## src/rtl/wl_fb_pkg.sv

```systemverilog
// ---------------------------------------------------------------------------
// wl_fb_pkg
// Shared types and width helpers for the ping-pong frame-store controller.
//   bank_st_t : per-bank occupancy state
//   wr_st_t   : capture (writer) FSM states
//   rd_st_t   : readout (reader) FSM states
//   PIPE_*    : layout of the {valid, sof, eof} read-pipe word
//   DROP_*    : dropped-frame counter width and saturation value
// ---------------------------------------------------------------------------
package wl_fb_pkg;

    typedef enum logic [1:0] {
        B_EMPTY,
        B_WRITING,
        B_FULL,
        B_READING
    } bank_st_t;

    typedef enum logic [1:0] {
        W_IDLE,
        W_ACT,
        W_DROP
    } wr_st_t;

    typedef enum logic {
        R_IDLE,
        R_RUN
    } rd_st_t;

    localparam int unsigned PIPE_W   = 3;
    localparam int unsigned PIPE_VLD = 2;
    localparam int unsigned PIPE_SOF = 1;
    localparam int unsigned PIPE_EOF = 0;

    localparam int unsigned        DROP_W   = 16;
    localparam logic [DROP_W-1:0]  DROP_SAT = '1;

endpackage

```

## src/rtl/wl_fb_rd_pipe.sv

```systemverilog
// ---------------------------------------------------------------------------
// wl_fb_rd_pipe
// RL-deep delay of the read-side {valid, sof, eof} flags so they line up
// with memory read data that appears RL cycles after the read enable.
//   clk, rst_b                  : clock, synchronous active-low reset
//   valid_in, sof_in, eof_in    : flags issued alongside the read address
//   valid_out, sof_out, eof_out : flags aligned with memory read data
//   busy                        : any stage holds a valid read
// ---------------------------------------------------------------------------
module wl_fb_rd_pipe
    import wl_fb_pkg::*;
#(
    parameter int unsigned RL = 2
) (
    input  logic clk,
    input  logic rst_b,
    input  logic valid_in,
    input  logic sof_in,
    input  logic eof_in,
    output logic valid_out,
    output logic sof_out,
    output logic eof_out,
    output logic busy
);

    logic [PIPE_W-1:0] stg [RL+1];

    assign stg[0] = {valid_in, sof_in, eof_in};

    for (genvar i = 0; i < RL; i++) begin : g_stage
        wl_regd #(
            .W (PIPE_W)
        ) u_regd (
            .clk   (clk),
            .rst_b (rst_b),
            .d     (stg[i]),
            .q     (stg[i+1])
        );
    end

    assign valid_out = stg[RL][PIPE_VLD];
    assign sof_out   = stg[RL][PIPE_SOF];
    assign eof_out   = stg[RL][PIPE_EOF];

    always_comb begin
        busy = 1'b0;
        for (int unsigned i = 1; i <= RL; i++) begin
            busy = busy | stg[i][PIPE_VLD];
        end
    end

endmodule

```

## src/rtl/wl_regd.sv

```systemverilog
// ---------------------------------------------------------------------------
// wl_regd
// Generic W-bit register, synchronous active-low reset to zero.
//   clk   : clock
//   rst_b : synchronous active-low reset
//   d     : next value
//   q     : registered value
// ---------------------------------------------------------------------------
module wl_regd #(
    parameter int unsigned W = 1
) (
    input  logic         clk,
    input  logic         rst_b,
    input  logic [W-1:0] d,
    output logic [W-1:0] q
);

    always_ff @(posedge clk) begin
        if (!rst_b) begin
            q <= '0;
        end else begin
            q <= d;
        end
    end

endmodule

```

## src/rtl/wl_frame_pingpong_ctrl.sv

```systemverilog
// ---------------------------------------------------------------------------
// wl_frame_pingpong_ctrl
// Ping-pong frame-store controller over one dual-port memory split into two
// banks (address MSB selects the bank). Frames qualified by vvalid/hvalid are
// captured into a free bank; FULL banks are streamed out in arrival order,
// with the output flags realigned to the memory read latency. Frames that
// arrive with no free bank are dropped and counted.
//   clk, rst_b        : clock, synchronous active-low reset
//   hvalid, vvalid    : line / frame qualifiers;  din : input pixel
//   mem_wea/addra/dina: write port {bank, offset}
//   mem_enb/addrb     : read port {bank, offset};  mem_doutb : read data
//   pix_valid/data/sof/eof : output pixel stream
//   drop_cnt          : saturating dropped-frame count
//   ovf               : sticky, a frame exceeded FRAME_PIX pixels
//   busy              : any bank occupied or reads still in flight
// ---------------------------------------------------------------------------
module wl_frame_pingpong_ctrl
    import wl_fb_pkg::*;
#(
    parameter int unsigned DW        = 8,
    parameter int unsigned AW        = 21,
    parameter int unsigned FRAME_PIX = 2073600,
    parameter int unsigned RL        = 2
) (
    input  logic              clk,
    input  logic              rst_b,
    input  logic              hvalid,
    input  logic              vvalid,
    input  logic [DW-1:0]     din,
    output logic              mem_wea,
    output logic [AW:0]       mem_addra,
    output logic [DW-1:0]     mem_dina,
    output logic              mem_enb,
    output logic [AW:0]       mem_addrb,
    input  logic [DW-1:0]     mem_doutb,
    output logic              pix_valid,
    output logic [DW-1:0]     pix_data,
    output logic              pix_sof,
    output logic              pix_eof,
    output logic [DROP_W-1:0] drop_cnt,
    output logic              ovf,
    output logic              busy
);

    localparam int unsigned   CW        = AW + 1;
    localparam logic [CW-1:0] FRAME_MAX = CW'(FRAME_PIX);
    localparam logic [CW-1:0] CNT_ONE   = CW'(1);

    logic vv_d;
    logic frame_start;
    logic frame_end;

    bank_st_t      bank_st     [2];
    bank_st_t      bank_st_nx  [2];
    logic [CW-1:0] bank_len    [2];
    logic [CW-1:0] bank_len_nx [2];
    logic          older_bank;
    logic          older_nx;

    wr_st_t        wr_st;
    wr_st_t        wr_st_nx;
    logic          wr_bank;
    logic          wr_bank_nx;
    logic [CW-1:0] wr_cnt;
    logic [CW-1:0] wr_cnt_nx;

    rd_st_t        rd_st;
    rd_st_t        rd_st_nx;
    logic          rd_bank;
    logic          rd_bank_nx;
    logic [CW-1:0] rd_cnt;
    logic [CW-1:0] rd_cnt_nx;
    logic          rd_last;

    logic [DROP_W-1:0] drop_nx;
    logic              ovf_nx;

    logic pipe_sof;
    logic pipe_eof;
    logic pipe_busy;

    assign frame_start = vvalid & ~vv_d;
    assign frame_end   = ~vvalid & vv_d;

    // Reader is evaluated before the writer in the same block so that a bank
    // released this cycle is already EMPTY when the writer picks a bank.
    always_comb begin
        bank_st_nx  = bank_st;
        bank_len_nx = bank_len;
        older_nx    = older_bank;
        wr_st_nx    = wr_st;
        wr_bank_nx  = wr_bank;
        wr_cnt_nx   = wr_cnt;
        rd_st_nx    = rd_st;
        rd_bank_nx  = rd_bank;
        rd_cnt_nx   = rd_cnt;
        drop_nx     = drop_cnt;
        ovf_nx      = ovf;
        mem_wea     = 1'b0;
        mem_addra   = '0;
        mem_dina    = '0;
        mem_enb     = 1'b0;
        mem_addrb   = '0;
        rd_last     = 1'b0;
        pipe_sof    = 1'b0;
        pipe_eof    = 1'b0;

        case (rd_st)
            R_IDLE: begin
                if (bank_st[0] == B_FULL || bank_st[1] == B_FULL) begin
                    if (bank_st[0] == B_FULL && bank_st[1] == B_FULL) begin
                        rd_bank_nx = older_bank;
                    end else begin
                        rd_bank_nx = (bank_st[1] == B_FULL);
                    end
                    bank_st_nx[rd_bank_nx] = B_READING;
                    rd_cnt_nx              = '0;
                    rd_st_nx               = R_RUN;
                end
            end
            R_RUN: begin
                mem_enb   = 1'b1;
                mem_addrb = {rd_bank, rd_cnt[AW-1:0]};
                rd_last   = (rd_cnt == bank_len[rd_bank] - CNT_ONE);
                pipe_sof  = (rd_cnt == '0);
                pipe_eof  = rd_last;
                if (rd_last) begin
                    bank_st_nx[rd_bank] = B_EMPTY;
                    rd_st_nx            = R_IDLE;
                end else begin
                    rd_cnt_nx = rd_cnt + CNT_ONE;
                end
            end
            default: rd_st_nx = R_IDLE;
        endcase

        case (wr_st)
            W_IDLE: begin
                if (frame_start) begin
                    if (bank_st_nx[0] == B_EMPTY) begin
                        wr_bank_nx    = 1'b0;
                        bank_st_nx[0] = B_WRITING;
                        wr_cnt_nx     = '0;
                        wr_st_nx      = W_ACT;
                    end else if (bank_st_nx[1] == B_EMPTY) begin
                        wr_bank_nx    = 1'b1;
                        bank_st_nx[1] = B_WRITING;
                        wr_cnt_nx     = '0;
                        wr_st_nx      = W_ACT;
                    end else begin
                        drop_nx  = (drop_cnt == DROP_SAT) ? drop_cnt
                                                          : drop_cnt + DROP_W'(1);
                        wr_st_nx = W_DROP;
                    end
                end
            end
            W_ACT: begin
                if (frame_end) begin
                    bank_len_nx[wr_bank] = wr_cnt;
                    if (wr_cnt == '0) begin
                        bank_st_nx[wr_bank] = B_EMPTY;
                    end else begin
                        bank_st_nx[wr_bank] = B_FULL;
                        // If the other bank is still waiting, it arrived first.
                        older_nx = (bank_st_nx[~wr_bank] == B_FULL) ? ~wr_bank
                                                                    : wr_bank;
                    end
                    wr_st_nx = W_IDLE;
                end else if (hvalid && vvalid) begin
                    if (wr_cnt < FRAME_MAX) begin
                        mem_wea   = 1'b1;
                        mem_addra = {wr_bank, wr_cnt[AW-1:0]};
                        mem_dina  = din;
                        wr_cnt_nx = wr_cnt + CNT_ONE;
                    end else begin
                        ovf_nx = 1'b1;
                    end
                end
            end
            W_DROP: begin
                if (frame_end) begin
                    wr_st_nx = W_IDLE;
                end
            end
            default: wr_st_nx = W_IDLE;
        endcase
    end

    always_ff @(posedge clk) begin
        if (!rst_b) begin
            vv_d        <= 1'b0;
            bank_st[0]  <= B_EMPTY;
            bank_st[1]  <= B_EMPTY;
            bank_len[0] <= '0;
            bank_len[1] <= '0;
            older_bank  <= 1'b0;
            wr_st       <= W_IDLE;
            wr_bank     <= 1'b0;
            wr_cnt      <= '0;
            rd_st       <= R_IDLE;
            rd_bank     <= 1'b0;
            rd_cnt      <= '0;
            drop_cnt    <= '0;
            ovf         <= 1'b0;
        end else begin
            vv_d       <= vvalid;
            bank_st    <= bank_st_nx;
            bank_len   <= bank_len_nx;
            older_bank <= older_nx;
            wr_st      <= wr_st_nx;
            wr_bank    <= wr_bank_nx;
            wr_cnt     <= wr_cnt_nx;
            rd_st      <= rd_st_nx;
            rd_bank    <= rd_bank_nx;
            rd_cnt     <= rd_cnt_nx;
            drop_cnt   <= drop_nx;
            ovf        <= ovf_nx;
        end
    end

    wl_fb_rd_pipe #(
        .RL (RL)
    ) u_rd_pipe (
        .clk       (clk),
        .rst_b     (rst_b),
        .valid_in  (mem_enb),
        .sof_in    (pipe_sof),
        .eof_in    (pipe_eof),
        .valid_out (pix_valid),
        .sof_out   (pix_sof),
        .eof_out   (pix_eof),
        .busy      (pipe_busy)
    );

    assign pix_data = pix_valid ? mem_doutb : '0;
    assign busy     = (bank_st[0] != B_EMPTY) || (bank_st[1] != B_EMPTY) || pipe_busy;

endmodule

```

## config.mk

```make
export PLATFORM = sky130hd
export DESIGN_NAME = wl_frame_pingpong_ctrl
export DESIGN_NICKNAME = d
export VERILOG_FILES = /design/src/rtl/wl_fb_pkg.sv /design/src/rtl/wl_fb_rd_pipe.sv /design/src/rtl/wl_regd.sv /design/src/rtl/wl_frame_pingpong_ctrl.sv
export SDC_FILE = /design/constraint.sdc
export NUM_CORES = 1
export LEC_CHECK = 0
export ABC_AREA = 1
export CORE_MARGIN = 2
export CORE_UTILIZATION = 40
export DETAILED_ROUTE_END_ITERATION = 6
export GPL_ROUTABILITY_DRIVEN = 0
export GPL_TIMING_DRIVEN = 1
export PLACE_DENSITY = 0.61
export SLEW_MARGIN = 10
export SYNTH_ARGS = -nofsm -noshare
export SYNTH_HDL_FRONTEND = slang
export SYNTH_SLANG_ARGS = --single-unit
```

## constraint.sdc

```tcl
create_clock -name clk -period 3.3 [get_ports clk]
set_input_delay 0.825 -clock clk [delete_from_list [all_inputs] [get_ports clk]]
set_output_delay 0.825 -clock clk [all_outputs]
set_load 0.01 [all_outputs]
```

==> impl_metrics.ini <==
[worst_hold_path]
min_from = u_rd_pipe.g_stage[0].u_regd.q[0]
hold_class = flop to flop

[critical_path]
crit_type = flop to primary output
crit_arrival_ns = 2.30
path_max_fanout = 30
setup.worst_path.end_class = primary output
worstSetupStartpoint = wr_cnt[15]
worst_r2r_startpoint = rd_bank
worstPathRequired_ns = 2.47
worst_setup_path_start_kind = flop

[status]
outcome = finished, final reports clean

[cts]
clk_transition_reported_paths_ns = 0.07
clk_root_buffer_cell = clkbuf_16
clock-sinks = 122
holdBufCountCts = 0
cts_buffers = 17
cts_tree = done
cts.path.max_buffers = 2
worstSkewPairLatency_ns = 0.43
maximum_level_of_the_cts_h_tree = 4

[yosys]
synth_edf_count = 0
synth.net_count = 1280
synthesis.instances = 1252
yosysWarnings = 0
yosysTopAreaCell = dfxtp_1
synth_async_sr_flop_share_pct = 0
synth_seq_area_share_pct = 31.08
post_synth_instance_area_um2 = 7859
synth_top_flop_cell = dfxtp_1
synth_top_cell_area_share_pct = 31.08
synth_top_cells_by_area = dfxtp_1, nand2_1, inv_1, a21oi_1, nor2_1
synth-seq-cells = 122
synth_cell_types = 41
syn_avg_cell_area_um2 = 6.277

[cells_and_area]
final_design_area_no_fill_um2 = 9763
drive_above_1_share_pct = 10.01
layout-area-overhead-vs-synth_pct = 24.23
finalNetCount = 1373
commonest_non_fill_non_tap_cell_in_the_layout = nand2_1
final_cell_mix = nand2_1, inv_1, nor2_1, dfxtp_1, a21oi_1
layout.core_utilization_pct = 50.33
diodes_inserted = 0

[timing]
slew_headroom_pct = 56.72
worstMarginPinSlew_ns = 0.6443
timing.final.setup_violations = 0
rsz0062_at_grt = no
final.hold.worst_slack_ns = 0.4237
period_minus_slack_ns = 3.128
fin_crit_sh_pct = 94.80
final_hold_viol_count = 0
final.setup_skew_ns = 0.01853
final.setup.worst_slack_ns = 0.1715
max_clock_freq_mhz = 319.6
timing_max_transition_violations_final = 0

[placed_design]
pre_cts_slack_ns = -0.1106
port-buffer-count = 102
estimated_wirelength_of_the_detail_placed_design_mm = 16.87
cell_area_after_placement_um2 = 9117

[floorplan]
die_x_um = 144.2
ios = 103
die-area_um2 = 20780
floorplan.rows = 51
design.core.area_um2 = 19400
initial_core_utilization_pct = 40.51
die_height_um = 144.2

[detailed_routing]
route.detailed.vias_per_inst = 4.967
wl_per_cell_um = 14.11
drt_pre_antenna_iters = 5
wirelength_mm = 22.89
postRouteAntennaNets = 0
detail_route.drc_violations = 0
drt_first_iter_violations = 473
num_vias = 8062

[power_and_ir_drop]
p_leak_uw = 0.004325
totalPowerFinal_uw = 4661
max-vdd-ir-drop_mv = 0.3502
power_density_nw_per_um2 = 477.4

[global_route]
number_of_antenna_violations_at_the_first_check_in_global_routing = 0
grt_remaining_overflow = 0
grt_first_pass_wirelength_mm = 37.79
pin_count_of_the_biggest_net_entering_global_routing = 45
first_global_vias = 7476
grtUsageTotal_pct = 22.71

[job]
drv_cap = 0
[cell families (layout without fill, tap and decap cells)]
logic type      after synthesis  count (layout)  synth area share, %
buf+inv                     234             340                12.58
flops                       122             122                31.08
simple gates                656             656                37.48
fa+ha+maj                     8               8                1.274
compound gates              182             182                12.02
xor+xnor                     50              50                5.572
[timing repair]
| action | CTS | global route |
|---|---|---|
| endpoints found under the setup margin | 31 | 53 |
| gates cloned | 0 | 0 |
| gates resized for setup | 32 | 13 |
| setup buffers | 0 | 2 |
| pin swaps | 0 | 1 |
[metrics by stage]
stage               std cells  TNS (ns)
floorplan                1252         0
global route             1623         0
detailed placement       1589    -2.707
global placement         1589    -1.645
finish                   1623         0
CTS                      1621         0
[report_power, final]
| group | internal, uW | switching, uW | total (uW) |
|---|---|---|---|
| logic | 370 | 743 | 1110 |
| clock network | 1210 | 776 | 1980 |
| registers | 1520 | 45.6 | 1560 |
| total | 3100 | 1560 | 4660 |
[final cells by class]
cell class | instances | area, um^2
Sequential cell | 122 | 2444
Fill cell | 2043 | 9635
Multi-Input combinational cell | 896 | 4469
Tap cell | 265 | 331.6
Clock inverter | 14 | 185.2
Timing Repair Buffer | 132 | 1232
Clock buffer | 18 | 429.2
Inverter | 176 | 671.9
[synth_stat cells (3+ instances only)]
cell / instances
a21oi_1: 111
buf_4: 3
buf_6: 10
clkbuf_1: 42
dfxtp_1: 122
ha_1: 8
inv_1: 166
inv_2: 7
nand2_1: 328
nand2_2: 17
nand3_1: 88
nand3_2: 11
nand4_1: 17
nor2_1: 125
nor2_2: 13
nor2_4: 5
nor3_1: 26
nor4_1: 13
o21a_1: 4
o21ai_0: 54
o21ai_1: 4
or2_2: 3
xnor2_1: 5
xor2_1: 45
[sequential cells by signal (all words and copies together) (netlist names)]
| register | cells |
|---|---|
| bank_len | 44 |
| bank_st | 4 |
| drop_cnt | 16 |
| older_bank | 1 |
| ovf | 1 |
| rd_bank | 1 |
| rd_cnt | 22 |
| rd_st | 1 |
| u_rd_pipe.g_stage.u_regd.q | 6 |
| vv_d | 1 |
| wr_bank | 1 |
| wr_cnt | 22 |
| wr_st | 2 |
[per-layer routing]
metal  share of wire [%]  GRT usage [%]  vias up  wire length (um)
met4                 1.4          6.387        0               316
li1                    -              -     4157                 -
met5                   0              0        -                 0
met1                  48          31.49     3636             11000
met2                  45          36.39      239             10420
met3                 5.1          3.940       30              1165
[worst paths after layout]
path / end / slack (ns) / depth (start not counted)
max: mem_addra[7] / 0.17 / 9
min: u_rd_pipe.g_stage[1].u_regd.q[0] / 0.42 / 2
max reg2reg: wr_cnt[1] / 0.31 / 21
min reg2reg: u_rd_pipe.g_stage[1].u_regd.q[0] / 0.42 / 2
[critical path, cell delays in order (launching register included)]
cell and delay (ns):
dfxtp_1 0.43, inv_1 0.18, nor4_1 0.35, a21oi_1 0.11
inv_1 0.10, nor3_2 0.05, inv_1 0.11, buf_12 0.18
nor2_1 0.06, dlygate4sd2_1 0.29
Note: power is estimated with default switching activity, not from simulation.
